### src/rtl/dac_pkg.sv
// Shared definitions for the multi-channel serial DAC controller.
// Optional feature macro used by the controller: DAC_ADDR_PREFIX_EN.
package dac_pkg;

    typedef enum logic [2:0] {
        IDLE,
        SEL,
        SHIFT,
        GAP,
        FIN
    } state_t;

    // DAC command nibble: write input register and update the output.
    localparam logic [3:0] DAC_CMD_WR_UPD = 4'h3;

    // Width of the command/address byte sent ahead of the data word.
    localparam int PREFIX_W = 8;

    // Ceiling log2, returns 0 for values of 0 or 1.
    function automatic int clog2(input int value);
        int result;
        int v;
        result = 0;
        v = value - 1;
        while (v > 0) begin
            result = result + 1;
            v = v >> 1;
        end
        return result;
    endfunction

endpackage

### src/rtl/dac_shift_frame.sv
// Serialises one DAC frame: SCLK divider, MSB-first shift register and bit
// counter. The word is left-justified; the top len bits are sent.
// SCLK idles high, the DAC samples on the falling edge and SDI only moves
// together with a rising edge. frame_done marks the cycle whose clock edge
// produces the last rising SCLK edge of the frame.
module dac_shift_frame
    import dac_pkg::*;
#(
    parameter int FRAME_W = 16,
    parameter int CLK_DIV = 2,
    localparam int LEN_W  = clog2(FRAME_W + 1),
    localparam int DIV_W  = (CLK_DIV > 1) ? clog2(CLK_DIV) : 1
) (
    input  logic               clk_in,
    input  logic               rst,
    input  logic               load,
    input  logic [LEN_W-1:0]   len,
    input  logic [FRAME_W-1:0] word,
    output logic               sclk,
    output logic               sdi,
    output logic               frame_done
);

    logic [DIV_W-1:0]   div_cnt_q, div_cnt_d;
    logic [LEN_W-1:0]   bit_cnt_q, bit_cnt_d;
    logic [LEN_W-1:0]   len_q, len_d;
    logic [FRAME_W-1:0] shreg_q, shreg_d;
    logic               sclk_q, sclk_d;
    logic               active_q, active_d;
    logic               half_done;

    // Divider, SCLK toggling and shifting; a new bit is presented on every
    // rising edge, and the rising edge that completes the last bit ends the frame.
    always_comb begin
        div_cnt_d  = div_cnt_q;
        bit_cnt_d  = bit_cnt_q;
        len_d      = len_q;
        shreg_d    = shreg_q;
        sclk_d     = sclk_q;
        active_d   = active_q;
        frame_done = 1'b0;
        half_done  = (div_cnt_q == DIV_W'(CLK_DIV - 1));
        if (load) begin
            shreg_d   = word;
            len_d     = len;
            bit_cnt_d = '0;
            div_cnt_d = '0;
            sclk_d    = 1'b1;
            active_d  = 1'b1;
        end else if (active_q) begin
            if (half_done) begin
                div_cnt_d = '0;
                sclk_d    = ~sclk_q;
                if (!sclk_q) begin
                    if (bit_cnt_q == len_q - LEN_W'(1)) begin
                        frame_done = 1'b1;
                        active_d   = 1'b0;
                        shreg_d    = '0;
                        bit_cnt_d  = '0;
                    end else begin
                        bit_cnt_d = bit_cnt_q + LEN_W'(1);
                        shreg_d   = {shreg_q[FRAME_W-2:0], 1'b0};
                    end
                end
            end else begin
                div_cnt_d = div_cnt_q + DIV_W'(1);
            end
        end
    end

    // Frame state registers; reset leaves SCLK at its high idle level.
    always_ff @(posedge clk_in or posedge rst) begin
        if (rst) begin
            div_cnt_q <= '0;
            bit_cnt_q <= '0;
            len_q     <= '0;
            shreg_q   <= '0;
            sclk_q    <= 1'b1;
            active_q  <= 1'b0;
        end else begin
            div_cnt_q <= div_cnt_d;
            bit_cnt_q <= bit_cnt_d;
            len_q     <= len_d;
            shreg_q   <= shreg_d;
            sclk_q    <= sclk_d;
            active_q  <= active_d;
        end
    end

    assign sclk = sclk_q;
    assign sdi  = shreg_q[FRAME_W-1];

endmodule

### src/rtl/dac_ctrl_multi.sv
// Multi-channel serial DAC controller: latches CH_N words and a channel mask
// on an accepted start, then sends one SYNC frame per enabled channel in
// ascending channel order with a SYNC-high gap between frames.
// Optional feature macro: DAC_ADDR_PREFIX_EN (prefixes each frame with the
// write-and-update command nibble and the channel number).
module dac_ctrl_multi
    import dac_pkg::*;
#(
    parameter int DATA_W  = 16,
    parameter int CH_N    = 2,
    parameter int CLK_DIV = 2,
    parameter int GAP_CYC = 4,
    localparam int CH_W   = (CH_N > 1) ? clog2(CH_N) : 1
) (
    input  logic                   clk_in,
    input  logic                   rst,
    input  logic                   start,
    input  logic [CH_N*DATA_W-1:0] dato,
    input  logic [CH_N-1:0]        ch_mask,
    output logic                   busy,
    output logic                   done,
    output logic [CH_W-1:0]        cur_ch,
    output logic                   sync,
    output logic                   sclk,
    output logic                   sdi
);

`ifdef DAC_ADDR_PREFIX_EN
    localparam int FRAME_W = PREFIX_W + DATA_W;
`else
    localparam int FRAME_W = DATA_W;
`endif
    localparam int LEN_W    = clog2(FRAME_W + 1);
    localparam int SCAN_W   = clog2(CH_N + 1);
    localparam int GAP_W    = (GAP_CYC > 2) ? clog2(GAP_CYC - 1) : 1;
    // SEL is the last SYNC-high cycle between frames, so GAP itself runs
    // GAP_CYC-1 cycles and is skipped entirely when GAP_CYC is 1.
    localparam int GAP_LAST = (GAP_CYC > 2) ? GAP_CYC - 2 : 0;

`ifdef DAC_ADDR_PREFIX_EN
    // The channel number only has a 4-bit field in the prefix byte.
    generate
        if (CH_N > 16) begin : g_ch_n_check
            $error("dac_ctrl_multi: CH_N must be <= 16 with the address prefix enabled");
        end
    endgenerate
`endif

    state_t                  state_q, state_d;
    logic                    busy_q, busy_d;
    logic [CH_N*DATA_W-1:0]  dato_q, dato_d;
    logic [CH_N-1:0]         mask_q, mask_d;
    logic [SCAN_W-1:0]       scan_q, scan_d;
    logic [CH_W-1:0]         cur_ch_q, cur_ch_d;
    logic [GAP_W-1:0]        gap_q, gap_d;
    logic                    sel_found;
    logic [CH_W-1:0]         sel_idx;
    logic [DATA_W-1:0]       sel_word;
    logic [FRAME_W-1:0]      frame_word;
    logic                    load;
    logic                    frame_done;

    // Find the lowest enabled channel at or above the scan pointer; the
    // descending loop lets the lowest match win.
    always_comb begin
        sel_found = 1'b0;
        sel_idx   = '0;
        sel_word  = '0;
        for (int k = CH_N - 1; k >= 0; k--) begin
            if (mask_q[k] && (SCAN_W'(k) >= scan_q)) begin
                sel_found = 1'b1;
                sel_idx   = CH_W'(k);
                sel_word  = dato_q[k*DATA_W +: DATA_W];
            end
        end
    end

`ifdef DAC_ADDR_PREFIX_EN
    assign frame_word = {DAC_CMD_WR_UPD, 4'(sel_idx), sel_word};
`else
    assign frame_word = sel_word;
`endif

    // Channel sequencing and handshake; a start is taken whenever busy is low,
    // which includes the FIN cycle, so back-to-back requests need no idle cycle.
    always_comb begin
        state_d  = state_q;
        busy_d   = busy_q;
        dato_d   = dato_q;
        mask_d   = mask_q;
        scan_d   = scan_q;
        cur_ch_d = cur_ch_q;
        gap_d    = gap_q;
        load     = 1'b0;
        unique case (state_q)
            IDLE: begin
                if (busy_q) state_d = SEL;
            end
            SEL: begin
                if (sel_found) begin
                    cur_ch_d = sel_idx;
                    scan_d   = SCAN_W'(sel_idx) + SCAN_W'(1);
                    load     = 1'b1;
                    state_d  = SHIFT;
                end else begin
                    busy_d  = 1'b0;
                    state_d = FIN;
                end
            end
            SHIFT: begin
                if (frame_done) begin
                    gap_d   = '0;
                    state_d = (GAP_CYC > 1) ? GAP : SEL;
                end
            end
            GAP: begin
                gap_d = gap_q + GAP_W'(1);
                if (gap_q == GAP_W'(GAP_LAST)) state_d = SEL;
            end
            FIN: begin
                state_d = IDLE;
            end
            default: begin
                state_d = IDLE;
            end
        endcase
        if (start && !busy_q) begin
            busy_d = 1'b1;
            dato_d = dato;
            mask_d = ch_mask;
            scan_d = '0;
        end
    end

    // Controller state registers.
    always_ff @(posedge clk_in or posedge rst) begin
        if (rst) begin
            state_q  <= IDLE;
            busy_q   <= 1'b0;
            dato_q   <= '0;
            mask_q   <= '0;
            scan_q   <= '0;
            cur_ch_q <= '0;
            gap_q    <= '0;
        end else begin
            state_q  <= state_d;
            busy_q   <= busy_d;
            dato_q   <= dato_d;
            mask_q   <= mask_d;
            scan_q   <= scan_d;
            cur_ch_q <= cur_ch_d;
            gap_q    <= gap_d;
        end
    end

    dac_shift_frame #(
        .FRAME_W (FRAME_W),
        .CLK_DIV (CLK_DIV)
    ) u_frame (
        .clk_in     (clk_in),
        .rst        (rst),
        .load       (load),
        .len        (LEN_W'(FRAME_W)),
        .word       (frame_word),
        .sclk       (sclk),
        .sdi        (sdi),
        .frame_done (frame_done)
    );

    assign busy   = busy_q;
    assign done   = (state_q == FIN);
    assign cur_ch = cur_ch_q;
    assign sync   = (state_q != SHIFT);

endmodule

### config.mk
export PLATFORM = sky130hd
export DESIGN_NAME = dac_ctrl_multi
export DESIGN_NICKNAME = d
export VERILOG_FILES = /design/src/rtl/dac_pkg.sv /design/src/rtl/dac_shift_frame.sv /design/src/rtl/dac_ctrl_multi.sv
export SDC_FILE = /design/constraint.sdc
export NUM_CORES = 1
export LEC_CHECK = 0
export BUFFER_PORTS_ARGS = -buffer_cell sky130_fd_sc_hd__clkbuf_2
export CAP_MARGIN = 10
export CORE_UTILIZATION = 56
export DETAILED_ROUTE_END_ITERATION = 10
export GPL_ROUTABILITY_DRIVEN = 1
export MAX_ROUTING_LAYER = met4
export PLACE_DENSITY_LB_ADDON = 0.05
export SLEW_MARGIN = 40
export SYNTH_ARGS = -nofsm -noshare
export SYNTH_HDL_FRONTEND = slang
export SYNTH_SLANG_ARGS = --single-unit
### constraint.sdc
create_clock -name clk_in -period 3.1 [get_ports clk_in]
set_input_delay 0.62 -clock clk_in [delete_from_list [all_inputs] [get_ports clk_in]]
set_output_delay 0.62 -clock clk_in [all_outputs]
set_load 0.02 [all_outputs]
# Word level (Yosys, flattened, before mapping)
# Cells that the tools add are included.
[classes]
n_reduce_logical = 17
add_sub_neg = 5
n_lt_le_gt_ge = 2
muxes = 46
eq_ne = 12
n_bitwise = 1
[ops]
columns = ["operator", "count"]
rows = [
  ["two-way mux 16 bit", 7],
  ["two-way mux 5 bit", 5],
  ["two-way mux 1 bit", 24],
  ["two-way mux 3 bit", 4],
  ["one-hot mux 3 bit (4 select lines)", 1],
  ["AND reduction 2 bit", 5],
  ["nonzero test 2 bit", 5],
  ["two-way mux 2 bit", 4],
  ["inequality test 2 bit, second input constant", 4],
  ["equality test 3 x 2 -> 1 bit, second input constant", 2],
  ["AND reduction 3 bit", 2],
  ["adder 5 x 1 -> 5 bit, second input constant", 1],
  ["equality test 5 bit", 1],
  ["subtractor 5 x 1 -> 5 bit, second input constant", 1],
  ["greater-or-equal comparator 1 x 2 -> 1 bit, first input constant", 2],
  ["one-hot mux 2 bit (2 select lines)", 1],
  ["equality test 3 x 1 -> 1 bit, second input constant", 1],
  ["equality test 3 bit, second input constant", 1],
  ["logical AND 1 bit", 3],
  ["zero test 3 bit", 1],
  ["inequality test 3 x 2 -> 1 bit, second input constant", 1],
  ["adder 1 x 1 -> 2 bit, second input constant", 1],
  ["adder 2 x 1 -> 2 bit, second input constant", 1],
  ["equality test 2 bit, second input constant", 1],
  ["4 further kinds", 4],
]
[totals]
in_bits = 37
register_bits = 68
elab_cells = 96

# Logic depth before layout (Yosys ltp)
[depth]
word_depth = 9
ltp_mapped = 6
depth_no_buf = 5

# By module
# From an unflattened synthesis, not the netlist that was laid out.
[unflattened]
hier_cells = 300
area_unflattened_um2 = 3370.7
[by_module_without_submodules]
columns = ["module", "area_per_inst_um2", "seq_area_each_um2", "instances", "cells_per_inst"]
rows = [
  ["dac_ctrl_multi", 1883.1, 1076.0, 1, 138],
  ["dac_shift_frame", 1487.7, 726.9, 1, 162],
]

# Least setup slack after synthesis
# Ideal clock, no wire load.
[synth_path]
path_kind = "flip-flop to flip-flop"
startpoint = "reg state_q[1]"
endpoint = "reg u_frame.shreg_q[3]"
synth_period_minus_slack_ps = 1877
stages_incl_launch_ff = 6
slack_ps = 1223
required_time_ps = 2974
t_arrival_ps = 1751
setup_time_ps = 126
path_buffers = 1
cell_sequence = "dfrtp_1 or3b_1 a211oi_4 nor3b_1 buf_4 a221o_1"
[synth_via]
elab_chain_len = 4
[synth_rtl]
columns = ["item", "line", "rtl"]
rows = [
  ["start: declaration", "dac_ctrl_multi.sv:49", "state_t state_q, state_d;"],
  ["start signal: assignment", "dac_ctrl_multi.sv:146", "state_q <= state_d;"],
  ["equality test 3 x 1 -> 1 bit (*)", "dac_ctrl_multi.sv:95", "unique case (state_q)"],
  ["two-way mux 1 bit (*)", "dac_ctrl_multi.sv:95", ""],
  ["inequality test 2 bit (no line) / nonzero test 2 bit (equally long branches)", "n/a", ""],
  ["AND reduction 3 bit (no line)", "n/a", ""],
  ["end signal: assignment", "dac_shift_frame.sv:84", "shreg_q <= shreg_d;"],
  ["end: declaration", "dac_shift_frame.sv:27", "logic [FRAME_W-1:0] shreg_q, shreg_d;"],
]
# Every way passes the cells marked *; elsewhere a longest branch is shown, timed or not.
# A chain may end at the register's enable or synchronous reset.

# Worst setup path in the final report
[layout_path]
startpoint = "reg state_q[0]"
endpoint = "reg u_frame.shreg_q[15]"
# The elaborated chain is that of the path after synthesis.

==> flow_summary_export.csv <==
group,metric,value,unit
outcome,status,"finished, final reports clean",
synthesis,yosysSeqAreaShare,56.8,%
drt,drc_errors,0,
clock_network,cts_root_buffer,"clkbuf_8",
setup_path,critPathMaxFanout,17,
clock_network,cts-resized-gates,0,
synthesis,synthMuxAreaShare,0,%
timing,period_minus_slack,2270,ps
setup_path,slowest_stage,"or3b_1",
clock_network,cts_tree,"done",
die,die_width,75.2,um
setup_path,crit_chain,"or3b_1 -> a211oi_4 -> buf_4 -> nor3b_1 -> buf_4 -> a221o_1",
die,rows,26,
synthesis,synth_most_common_cell,"nand2_1",
drt,first_iter_violations,155,
clock_network,numCtsBuffers,9,
timing,tightestPinTransition,616,ps
grt,grt_max_degree,37,
placement,dpl.hpwl,4080,um
setup_path,critPathRequiredTime,3320,ps
cells_and_area,nFillCells,445,
timing,fin_crit_sh,73.2,%
clock_network,htree_num_levels,3,
timing,finalSetupViolCount,0,
drt,post_drt_via_cell_ratio,5.32,
setup_path,r2r_slack,830,ps
synthesis,synthXorXnorAreaFrac,0.876,%
clock_network,clk_pin_slew,70,ps
grt,overflow,0,
clock_network,cts_max_path_buffers,2,
die,core_area,5140,um^2
cells_and_area,diodes,0,
synthesis,synth_cell_type_count,37,
drt,wl_met1,3110,um
cells_and_area,drive_above_1_share,18.9,%
timing,rsz0062_at_grt,"no",
synthesis,syn_inst,320,
clock_network,clock-sinks,68,
pwr,powerDensity,1010,nW/um^2
die,die_h,75.2,um
timing,slew_violations,0,
placement,port_buffers,42,
synthesis,synthArstFlopShare,100,%
setup_path,critPathLaunchType,"flop",
run,cap_violations,0,
synthesis,syn-cell-area,3000,um^2
synthesis,synthSimpleGateAreaFrac,24.2,%
drt,vias,2342,
synthesis,synth.yosys.warnings,0,
setup_path,arrival,2490,ps
drt,firstDrtPassIters,4,
drt,wl,6170,um
synthesis,yosysTopAreaCell,"dfrtp_1",
die,start_util,58.3,%
clock_network,post_cts_buffers,0,
die,ios,43,
drt,wl_met2,2700,um
cells_and_area,area_growth,15.6,%
synthesis,synth_top_flop_cell,"dfrtp_1",
drt,routed.top_layer,"met4",
clock_network,clkLatencyLatePin,340,ps
timing,skew,6.78,ps
synthesis,synth_edf_count,0,
setup_path,r2r_cells,6,
synthesis,synthAdderAreaFrac,0.834,%
timing,slew_headroom,58.9,%
pwr,peakVddDrop,0.000521,V
setup_path,crit_top_cell,"buf_4",
synthesis,synthTopCellsByCount,"nand2_1 (125), dfrtp_1 (67), nor2_1 (18)",
synthesis,synth_compound_area_share,14.4,%
drt,routedWlPerCell,14.0,um
cells_and_area,fin_cells,440,
die,die-area,5650,um^2
synthesis,synth_seq_cells,68,
pwr,p_leak,1.75,nW
synthesis,yosys.area.top_type_share,55.9,%
drt,met3_wirelength,231,um
clock_network,hold_buffers,0,
timing,hold_violations,0,
synthesis,synth_nets,359,
grt,grt_pass1_vias,2174,
timing,setup_tns,0,ps
synthesis,synth.avg_cell_area,9.37,um^2
synthesis,synth_top_family_by_area,"simple AND/OR/NAND/NOR gates",
worst_hold_path,hold_class,"primary input to asynchronous set/reset pin",
grt,grt_pass1_wl,10200,um
setup_path,critical_path_class,"flop to flop",
timing,max_freq,0.441,GHz
grt,grt_antenna_before_repair,0,
synthesis,synth.area.top_cells,"dfrtp_1 (56%), nand2_1 (16%), a221o_1 (4.7%)",
placement,gp_congestion,0.846,
drt,ant_nets,0,
setup_path,critPathMaxStageDelay,560,ps
placement,dp_cells,423,
cells_and_area,nets,404,
grt,track_usage,25.3,%
setup_path,end_kind,"flop",
cells by family (layout without fill, tap and decap cells):
family                   after synthesis  after routing
AO/OA/AOI/OAI                         53             53
XOR/XNOR                               3              3
adder cells (fa/ha/maj)                2              2
buffers and inverters                 22             72
flip-flops                            68             68
AND/OR/NAND/NOR                      172            172
layout by cell type, fill, tap and decap left out, types with 2 or more instances in the layout:
master     Yosys  layout
buf_4          1       9
a31oi_1        2       2
clkbuf_8       0      10
nand2b_1       5       5
clkbuf_2       0      42
inv_1          4       3
a21oi_1       10      10
nor2_1        18      18
ha_1           2       2
nand2_1      125     125
nand3b_1       2       2
a32o_1        11      11
o2bb2ai_1      2       2
clkbuf_1      16       4
xor2_1         2       2
a221o_1       14      14
o21ai_0        7       7
nor3b_1        4       4
dfrtp_1       67      67
nand3_1        6       6
nor2b_1        3       2
clkinv_2       0       2
nor3_1         2       2
routing by layer:
layer	GRT usage, %	vias to the layer above
met4	11.3	0
met2	36.0	58
met5	-	-
met1	35.9	1095
met3	3.88	14
li1	-	1175
sequential cells by signal (all words and copies together) (netlist names), 2 cells and up:
name	flops
scan_q	2
u_frame.bit_cnt_q	5
state_q	3
gap_q	2
mask_q	2
dato_q	32
u_frame.shreg_q	16
critical path, delay by kind of cell, from the launching register on:
kind | cells | cell delay, ps
and+or+nand+nor | 2 | 640
AOI/OAI and AO/OA | 2 | 620
DFF | 1 | 450
buffers and inverters | 2 | 430
area by class of cell:
type | instances | area (um^2) | area share, %
clock buffers | 14 | 153 | 4.40
clock inverters | 2 | 10.0 | 0.289
inverters | 4 | 15.0 | 0.433
multi-input cells | 230 | 1210 | 34.9
flip-flops and latches | 68 | 1700 | 49.1
well taps | 70 | 87.6 | 2.53
repair buffers | 52 | 289 | 8.33
report_power, final:
group          internal, W  leakage, nW  switching [W]  total [W]
Sequential         0.00128        0.852       0.000274    0.00156
Combinational     0.000539        0.815       0.000773    0.00131
Clock             0.000311       0.0844       0.000318   0.000629
worst paths after layout:
path	from	endpoint
max	state_q[0]	u_frame.shreg_q[15]
min	rst	u_frame.active_q
max reg2reg	state_q[0]	u_frame.shreg_q[15]
min reg2reg	dato_q[15]	dato_q[15]
max in group asynchronous	rst	dato_q[7]
min in group clk_in	dato[11]	dato_q[11]
through the flow:
step	utilization, %	power [W]	instance area [um^2]	worst slack (ps)	hold slack, ps
detailed placement	64.1	0.00287	3290	813	463
global placement	64.1	0.00282	3290	886	461
global route	67.5	0.00376	3470	735	203
CTS	67.3	0.00349	3460	797	183
floorplan	-	0.00249	3000	770	437
finish	67.5	0.00350	3470	832	168
(Power assumes the default switching activity.)
